**src/rtl/lcd_text_scheduler.sv**
```systemverilog
// 2xCOLS character frame buffer with per-cell dirty bits, pushing changed cells to LCD_Controller.
// Optional registered readback port enabled by LCD_TEXT_SCHEDULER_READBACK_EN.
//
// state     | meaning
// ----------+-----------------------------------------------------------
// S_IDLE    | waiting for a dirty cell while the LCD is not busy
// S_REQ     | start raised, waiting for busy to rise (ack timer running)
// S_WAIT    | LCD accepted the cell, waiting for busy to fall
module lcd_text_scheduler #(
    parameter int          COLS        = 16,
    parameter logic [7:0]  BLANK_CHAR  = 8'h20,
    parameter int          ACK_TIMEOUT = 64,
    localparam int         NCELL       = 2 * COLS,
    localparam int         IW          = $clog2(NCELL)
) (
    input  logic          i_clk,
    input  logic          i_rst,
    input  logic          i_wr_en,
    input  logic [IW-1:0] i_wr_idx,
    input  logic [7:0]    i_wr_char,
    input  logic          i_clear,
    input  logic [IW-1:0] i_rd_idx,
    output logic [7:0]    o_rd_char,
    output logic          o_lcd_start,
    output logic [7:0]    o_lcd_char,
    output logic [7:0]    o_lcd_addr,
    input  logic          i_lcd_busy,
    output logic          o_idle,
    output logic          o_sent,
    output logic          o_err
);

    localparam int TW = $clog2(ACK_TIMEOUT + 1);

    typedef enum logic [1:0] {
        S_IDLE = 2'd0,
        S_REQ  = 2'd1,
        S_WAIT = 2'd2
    } state_t;

    state_t           state;
    logic [7:0]       cell_mem [NCELL];
    logic [NCELL-1:0] dirty;
    logic [IW-1:0]    last;
    logic [TW-1:0]    timer;
    logic             found;
    logic [IW-1:0]    sel;
    int               scan;

    function automatic logic in_range(input logic [IW-1:0] idx);
        return int'(idx) < NCELL;
    endfunction

    function automatic logic [7:0] cell_addr(input logic [IW-1:0] idx);
        if (int'(idx) < COLS)
            return 8'(idx);
        else
            return 8'(int'(idx) - COLS + 'h40);
    endfunction

    // Round-robin: first dirty cell after the one most recently sent.
    always_comb begin
        found = 1'b0;
        sel   = '0;
        scan  = 0;
        for (int k = 0; k < NCELL; k++) begin
            scan = (int'(last) + 1 + k) % NCELL;
            if (!found && dirty[IW'(scan)]) begin
                found = 1'b1;
                sel   = IW'(scan);
            end
        end
    end

    always_ff @(posedge i_clk) begin
        if (i_rst) begin
            for (int k = 0; k < NCELL; k++) cell_mem[k] <= BLANK_CHAR;
            dirty       <= '1;
            state       <= S_IDLE;
            o_lcd_start <= 1'b0;
            o_lcd_char  <= BLANK_CHAR;
            o_lcd_addr  <= 8'h00;
            o_idle      <= 1'b0;
            o_sent      <= 1'b0;
            o_err       <= 1'b0;
            last        <= IW'(NCELL - 1);
            timer       <= '0;
        end else begin
            o_sent <= 1'b0;
            o_err  <= 1'b0;
            o_idle <= (state == S_IDLE) && !found && !i_wr_en && !i_clear;

            case (state)
                S_IDLE: begin
                    if (!i_lcd_busy && found) begin
                        o_lcd_char  <= cell_mem[sel];
                        o_lcd_addr  <= cell_addr(sel);
                        dirty[sel]  <= 1'b0;
                        last        <= sel;
                        timer       <= TW'(ACK_TIMEOUT - 1);
                        o_lcd_start <= 1'b1;
                        state       <= S_REQ;
                    end
                end
                S_REQ: begin
                    if (i_lcd_busy) begin
                        o_lcd_start <= 1'b0;
                        state       <= S_WAIT;
                    end else if (timer == '0) begin
                        o_lcd_start <= 1'b0;
                        dirty[last] <= 1'b1;
                        o_err       <= 1'b1;
                        state       <= S_IDLE;
                    end else begin
                        timer <= timer - 1'b1;
                    end
                end
                S_WAIT: begin
                    if (!i_lcd_busy) begin
                        o_sent <= 1'b1;
                        state  <= S_IDLE;
                    end
                end
                default: begin
                    o_lcd_start <= 1'b0;
                    state       <= S_IDLE;
                end
            endcase

            // Later assignments win: clear, then a same-cycle write, both override the dirty clear above.
            if (i_clear) begin
                for (int k = 0; k < NCELL; k++) cell_mem[k] <= BLANK_CHAR;
                dirty <= '1;
            end
            if (i_wr_en && in_range(i_wr_idx)) begin
                cell_mem[i_wr_idx] <= i_wr_char;
                dirty[i_wr_idx]    <= 1'b1;
            end
        end
    end

`ifdef LCD_TEXT_SCHEDULER_READBACK_EN
    always_ff @(posedge i_clk) begin
        if (i_rst)
            o_rd_char <= BLANK_CHAR;
        else if (in_range(i_rd_idx))
            o_rd_char <= cell_mem[i_rd_idx];
        else
            o_rd_char <= BLANK_CHAR;
    end
`else
    logic unused_rd;
    assign unused_rd = ^i_rd_idx;
    assign o_rd_char = 8'h00;
`endif

endmodule
```
**config.mk**
```make
export PLATFORM = sky130hd
export DESIGN_NAME = lcd_text_scheduler
export DESIGN_NICKNAME = d
export VERILOG_FILES = /design/src/rtl/lcd_text_scheduler.sv
export SDC_FILE = /design/constraint.sdc
export NUM_CORES = 1
export LEC_CHECK = 0
export ABC_AREA = 1
export CAP_MARGIN = 10
export CORE_ASPECT_RATIO = 1.5
export CORE_MARGIN = 2
export CORE_UTILIZATION = 61
export DETAILED_ROUTE_END_ITERATION = 12
export PLACE_DENSITY = 0.79
export SLEW_MARGIN = 20
export SYNTH_ARGS = -nofsm -noshare
export SYNTH_HDL_FRONTEND = slang
export SYNTH_SLANG_ARGS = --single-unit
```
**constraint.sdc**
```tcl
create_clock -name i_clk -period 6.23 [get_ports i_clk]
set_input_delay 1.246 -clock i_clk [delete_from_list [all_inputs] [get_ports i_clk]]
set_output_delay 1.246 -clock i_clk [all_outputs]
set_load 0.02 [all_outputs]
```
# Word level (Yosys, flattened, before mapping)
# Memories as Yosys holds them, arrays and structs flattened. A register that Yosys moved wholly into a read port is not among the register bits.
# Cells that the tools add are included.
# totals
register_bits	58
ram_bits	256
input_bits	23
elab_cells	440
memories	1
# classes
add_sub_neg	35
magnitude_cmp	39
n_eq_ne	7
mux	229
bitwise	38
reduce_logical	82
# mem_list
name	depth	word_bits	rd	rd_clocked_by_memory_dff	write_ports	line_no	text
cell_mem	32	8	1	1	33	42	logic [7:0] cell_mem [NCELL];
# ops
operator	count
8-bit 2-to-1 mux	33
5-bit by 7-bit < comparator with 1-bit output, second input constant	32
32-bit 2-to-1 mux	6
1-bit binary-select mux with 5-bit select	32
5-bit 2-to-1 mux	32
1-bit 2-to-1 mux	112
5-bit adder, second input constant	17
32-bit bitwise OR	2
32-bit case mux with 2 select lines	1
5-bit by 4-bit adder with 5-bit output, second input constant	8
1-bit logical AND	38
1-bit logical NOT	35
32-bit bitwise AND	1
32-bit inverter	1
1-bit bitwise OR	32
7-bit 2-to-1 mux	3
5-bit by 3-bit adder with 5-bit output, second input constant	4
5-bit by 6-bit < comparator with 1-bit output, second input constant	3
1-bit demux with 5-bit select	3
5-bit by 1-bit >= comparator with 1-bit output, second input constant	3
7-bit case mux with 2 select lines	1
5-bit by 2-bit adder with 5-bit output, second input constant	2
6-bit by 8-bit adder with 8-bit output, second input constant	1
2-bit 2-to-1 mux	4
20 further kinds	24

# Depth between registers and ports, before layout
# depth
depth_word	110
ltp_mapped	54
depth_no_buf	50

# Worst setup path after synthesis
# No wires, ideal clock.
# synth_timing
path_type	reg-to-reg
startpoint	register last[0]
endpoint	register dirty[12]
arrival_ns	5.027
slack_ns	1.073
stages_incl_launch_ff	36
path_buffers	5
path_cell_list	dfxtp_1 buf_2 inv_2 buf_2 ha_1 inv_2 buf_1 nand3_1 nand3_1 nand3_1 nand3_1 nand2_1 inv_2 nand3_2 nor2_4 nand4_2 nor2_1 nand4_1 nor2_2 nand4_2 nor2_4 nand4_2 nor2_4 nand4_2 nor2_4 nand4_2 nor2_4 nand4_4 inv_2 nand2_1 a21oi_2 buf_6 buf_6 nand3_2 o211ai_1 o211ai_1
# synth_via
elab_chain_cells	110
elab_cells_between_ends	276
cone_classes	add/sub: 32; order compare: 4; mux: 171; bitwise: 4; reduce/logical: 65
# synth_lines
element	line_no	text
start, declared	44	logic [IW-1:0] last;
start signal, assigned	86	last <= IW'(NCELL - 1);
start signal, assigned	99	last <= sel;
branches (longest 105 deep; another with 5-bit by 1-bit adder with 5-bit output)	--	
32-bit case mux with 2 select lines (*)	93	case (state)
32-bit 2-to-1 mux (*)	131	if (i_clear) begin
32-bit 2-to-1 mux (*)	76	if (i_rst) begin
32-bit bitwise OR (no line)	--	
32-bit 2-to-1 mux (*)	135	if (i_wr_en && in_range(i_wr_idx)) begin
end signal, assigned	78	dirty <= '1;
end signal, assigned	133	dirty <= '1;
end signal, assigned by index	137	dirty[i_wr_idx] <= 1'b1;
end, declared	43	logic [NCELL-1:0] dirty;
# Mark *: on every way between the ends. The select of a mux whose other input is x is not followed.
# A chain may end at the register's enable or synchronous reset.

# Final worst setup path
# layout_timing
startpoint	register last[1]
endpoint	register o_lcd_char[5], read port of cell_mem
# layout_via
elab_chain_cells	100
elab_cells_between_ends	256
cone_classes	add/sub: 32; mux: 160; reduce/logical: 64
# layout_lines
element	line_no	text
5-bit by 1-bit adder with 5-bit output (*)	67	scan = (int'(last) + 1 + k) % NCELL;
branches (longest 99 deep; another with 5-bit by 2-bit adder with 5-bit output)	--	
end, declared	25	output logic [7:0] o_lcd_char,
# Marked as above.

==> load_flow_metrics.sql <==
INSERT INTO impl_metrics (metric_group, metric, value, unit) VALUES
('placed_design', 'placement.io_buffers', '34', ''),
('placed_design', 'dp_worst_setup_slack', '156', 'ps'),
('yosys', 'synth_simple_gate_area_share', '0.383', ''),
('routing', 'drt_first_pass_iters', '9', ''),
('layout', 'syn_to_final_growth', '17.6', '%'),
('yosys', 'area_fraction_in_compound_gates_after_synthesis', '0.0665', ''),
('yosys', 'ys_warn_count', '0', ''),
('routing', 'routed_wl', '73.0', 'mm'),
('routing', 'first_iter_violations', '2234', ''),
('timing', 'final.period_utilization', '0.969', ''),
('timing', 'setup_violations', '0', ''),
('critical_path', 'critPathMaxStageDelay', '350', 'ps'),
('routing', 'vias_per_cell', '5.96', ''),
('clock_network', 'cts.sink_count', '319', ''),
('clock_network', 'cts_hold_repair.buffers', '0', ''),
('global_route', 'groute.usage.overall', '0.431', ''),
('layout', 'filler_cell_count', '2591', ''),
('yosys', 'synth-seq-area-share', '0.450', ''),
('routing', 'drc', '0', ''),
('yosys', 'synth_fa_ha_area_frac', '0.00692', ''),
('critical_path', 'crit_path_max_fanout', '22', ''),
('routing', 'ant_nets', '0', ''),
('layout', 'drive_gt1_frac', '0.145', ''),
('placed_design', 'gpl.final_weighted_congestion', '1.08', ''),
('global_route', 'globalRouteOverflowTotal', '0', ''),
('critical_path', 'crit_path_start_kind', 'flop', ''),
('timing', 'worst-slew-pin-transition', '1190', 'ps'),
('critical_path', 'critPathMostFrequentCell', 'sky130_fd_sc_hd__nand2_1', ''),
('critical_path', 'worstSetupEndpointType', 'flop', ''),
('routing', 'routedWlPerCell', '21.7', 'um'),
('timing', 'finalMaxSlewViolations', '0', ''),
('clock_network', 'tritoncts_buffer_count', '27', ''),
('critical_path', 'critPathLaunch', 'last[1]', ''),
('critical_path', 'ff_to_ff_start', 'last[1]', ''),
('min_path', 'worst_hold_path_type', 'flop to flop', ''),
('floorplan', 'die_width', '151', 'um'),
('min_path', 'min-delay-start', 'o_lcd_addr[0]', ''),
('yosys', 'post_synthesis_mux_area_share', '0', ''),
('timing', 'worst_clock_skew', '11.0', 'ps'),
('yosys', 'netlist_area', '19900', 'um^2'),
('timing', 'timing.slew.headroom', '0.201', ''),
('layout', 'stdcell_count', '3364', ''),
('global_route', 'grt_max_degree', '48', ''),
('placed_design', 'placedCellCount', '3295', ''),
('critical_path', 'critical_path.slowest_cell', 'sky130_fd_sc_hd__dfxtp_1', ''),
('clock_network', 'cts_htree_levels', '1', ''),
('timing', 'min_period', '6040', 'ps'),
('critical_path', 'timing.critical_path.required', '6690', 'ps'),
('yosys', 'synth_cells', '2743', ''),
('yosys', 'total_of_flip_flops_plus_latches_after_synthesis', '319', ''),
('yosys', 'synthesis.area_per_instance', '7.25', 'um^2'),
('clock_network', 'clk_root_buffer_cell', 'sky130_fd_sc_hd__clkbuf_16', ''),
('critical_path', 'worst_ep_arrival_time', '6500', 'ps'),
('global_route', 'number_of_antenna_violations_at_the_first_check_in_global_routing', '5', ''),
('run', 'max_cap_viol_count', '0', ''),
('timing', 'tns', '0', 'ps'),
('timing', 'final-hold-violation-count', '0', ''),
('yosys', 'synth-async-reset-ratio', '0', ''),
('yosys', 'synth-edff-count', '256', ''),
('floorplan', 'die-area', '34100', 'um^2'),
('floorplan', 'boundaryPins', '51', ''),
('floorplan', 'placement_rows', '81', ''),
('clock_network', 'clock_latency', '570', 'ps'),
('yosys', 'synthXorXnorAreaFrac', '0.0125', ''),
('status', 'status', 'finished clean', ''),
('floorplan', 'chipHeight', '225', 'um'),
('timing', 'fmaxAchievable', '166', 'MHz'),
('yosys', 'synth.distinct_cells', '49', ''),
('critical_path', 'criticalPathCategory', 'flop to flop', ''),
('clock_network', 'clkSlewWorstSetupHoldPaths', '70', 'ps'),
('placed_design', 'dp_hpwl', '53.0', 'mm'),
('routing', 'detailroute.via_count', '20000', ''),
('floorplan', 'initial_core_utilization', '0.615', ''),
('layout', 'nNetsFinal', '2959', ''),
('yosys', 'dominant_combinational_cell_family_by_area_after_synthesis', 'simple AND/OR/NAND/NOR gates', ''),
('clock_network', 'clock_path_buffers', '3', ''),
('clock_network', 'cts_tree', 'yes', ''),
('global_route', 'via_count_of_the_first_global_routing_pass', '19200', ''),
('yosys', 'synth_top_flop_cell', 'sky130_fd_sc_hd__edfxtp_1', ''),
('timing', 'fin_ws', '193', 'ps'),
('global_route', 'grt_pass1_wl', '108', 'mm'),
('floorplan', 'core_area', '32300', 'um^2');
==> sequential cells by signal (all words and copies together) (netlist names) <==
name         count
o_err            1
o_sent           1
cell_mem       256
dirty           32
o_idle           1
o_lcd_char       8
last             5
timer            7
o_lcd_addr       5
o_lcd_start      1
state            2
==> synthesized netlist by cell type (24+ instances only) <==
library cell | count | area (um^2)
sky130_fd_sc_hd__nand4_1 | 24 | 150
sky130_fd_sc_hd__nor3_1 | 35 | 175
sky130_fd_sc_hd__nand3_1 | 271 | 1360
sky130_fd_sc_hd__inv_1 | 191 | 717
sky130_fd_sc_hd__nor2_1 | 374 | 1400
sky130_fd_sc_hd__a21oi_1 | 66 | 330
sky130_fd_sc_hd__o21ai_0 | 37 | 185
sky130_fd_sc_hd__nand2_1 | 1069 | 4010
sky130_fd_sc_hd__clkbuf_1 | 45 | 169
sky130_fd_sc_hd__buf_4 | 30 | 225
sky130_fd_sc_hd__o211ai_1 | 62 | 465
sky130_fd_sc_hd__dfxtp_1 | 63 | 1260
sky130_fd_sc_hd__edfxtp_1 | 256 | 7690
sky130_fd_sc_hd__buf_2 | 43 | 215
==> final timing paths <==
path | slack [ps] | cells past startpoint | endpoint
setup / recovery | 190 | 42 | o_lcd_char[5]
hold / removal | 470 | 2 | o_lcd_addr[0]
setup reg to reg | 190 | 42 | o_lcd_char[5]
hold reg to reg | 470 | 2 | o_lcd_addr[0]
==> worst max-delay path, delay by kind of cell (launching register included) <==
kind                     cells  cell delay [ps]
flip-flops                   1              350
buffers and inverters       11             1360
AND/OR/NAND/NOR             30             3840
adder cells (fa/ha/maj)      1              290
==> kinds of logic (layout without fill, tap and decap cells) <==
group	after synthesis	count (layout)
flops	319	319
buf+inv	351	543
simple gates	1828	1828
fa+ha+maj	11	11
compound gates	215	215
other cells	1	15
xor+xnor	18	18
==> layout make-up <==
class | instances | area, um^2 | share of cell area
clock inverter | 19 | 220 | 0.00941
tap | 415 | 519 | 0.0222
timing repair buffer | 280 | 2500 | 0.107
antenna | 4 | 10.0 | 0.000428
sequential | 319 | 8950 | 0.383
inverter | 214 | 811 | 0.0347
multi-input combinational | 2083 | 9690 | 0.414
clock buffer | 30 | 687 | 0.0294
==> what timing repair did <==
item,in CTS,in global routing
hold endpoints to repair,0,0
setup buffers,0,15
resized for setup,0,86
setup endpoints to repair,0,43
==> layer usage <==
layer	part of all wire	up-vias	track usage
li1	-	9279	-
met1	0.30	9041	0.418
met2	0.49	1266	0.722
met3	0.093	450	0.107
met4	0.12	2	0.424
met5	0.00011	-	0
==> placed cells by master (no fill, tap or decap), types with 6 or more instances in the layout <==
cell / Yosys / routed
sky130_fd_sc_hd__nor2_1: 374 / 357
sky130_fd_sc_hd__nand3_4: 2 / 6
sky130_fd_sc_hd__clkinv_1: 3 / 6
sky130_fd_sc_hd__o21a_1: 12 / 11
sky130_fd_sc_hd__inv_2: 19 / 19
sky130_fd_sc_hd__inv_1: 191 / 188
sky130_fd_sc_hd__edfxtp_1: 256 / 256
sky130_fd_sc_hd__nand3_1: 271 / 259
sky130_fd_sc_hd__dfxtp_1: 63 / 61
sky130_fd_sc_hd__nand4_4: 1 / 6
sky130_fd_sc_hd__nand4_1: 24 / 24
sky130_fd_sc_hd__nor2_2: 4 / 19
sky130_fd_sc_hd__conb_1: 1 / 11
sky130_fd_sc_hd__o211ai_1: 62 / 62
sky130_fd_sc_hd__clkdlybuf4s50_1: 0 / 34
sky130_fd_sc_hd__buf_4: 30 / 217
sky130_fd_sc_hd__nand2_4: 6 / 9
sky130_fd_sc_hd__nor2_4: 6 / 8
sky130_fd_sc_hd__nand2_1: 1069 / 1051
sky130_fd_sc_hd__buf_12: 0 / 21
sky130_fd_sc_hd__nand2_2: 10 / 25
sky130_fd_sc_hd__ha_1: 11 / 8
sky130_fd_sc_hd__nand3_2: 7 / 15
sky130_fd_sc_hd__o21ai_0: 37 / 37
sky130_fd_sc_hd__nand3b_1: 7 / 7
sky130_fd_sc_hd__clkbuf_16: 0 / 28
sky130_fd_sc_hd__nor3_1: 35 / 34
sky130_fd_sc_hd__xor2_1: 8 / 8
sky130_fd_sc_hd__o21ai_1: 15 / 12
sky130_fd_sc_hd__a221oi_1: 7 / 7
sky130_fd_sc_hd__a31oi_1: 9 / 9
sky130_fd_sc_hd__a21oi_1: 66 / 64
==> metrics by stage <==
step,area (um^2),hold WS (ps),util
2_1_floorplan,19900,452,-
3_3_place_gp,22000,455,0.679
3_5_place_dp,22000,462,0.679
4_1_cts,22900,473,0.708
5_1_grt,23400,497,0.723
6_report,23400,473,0.723
Power is left out: the tool's default activity adds up to more than one toggle a clock period on the data nets, which glitch-free logic cannot reach.
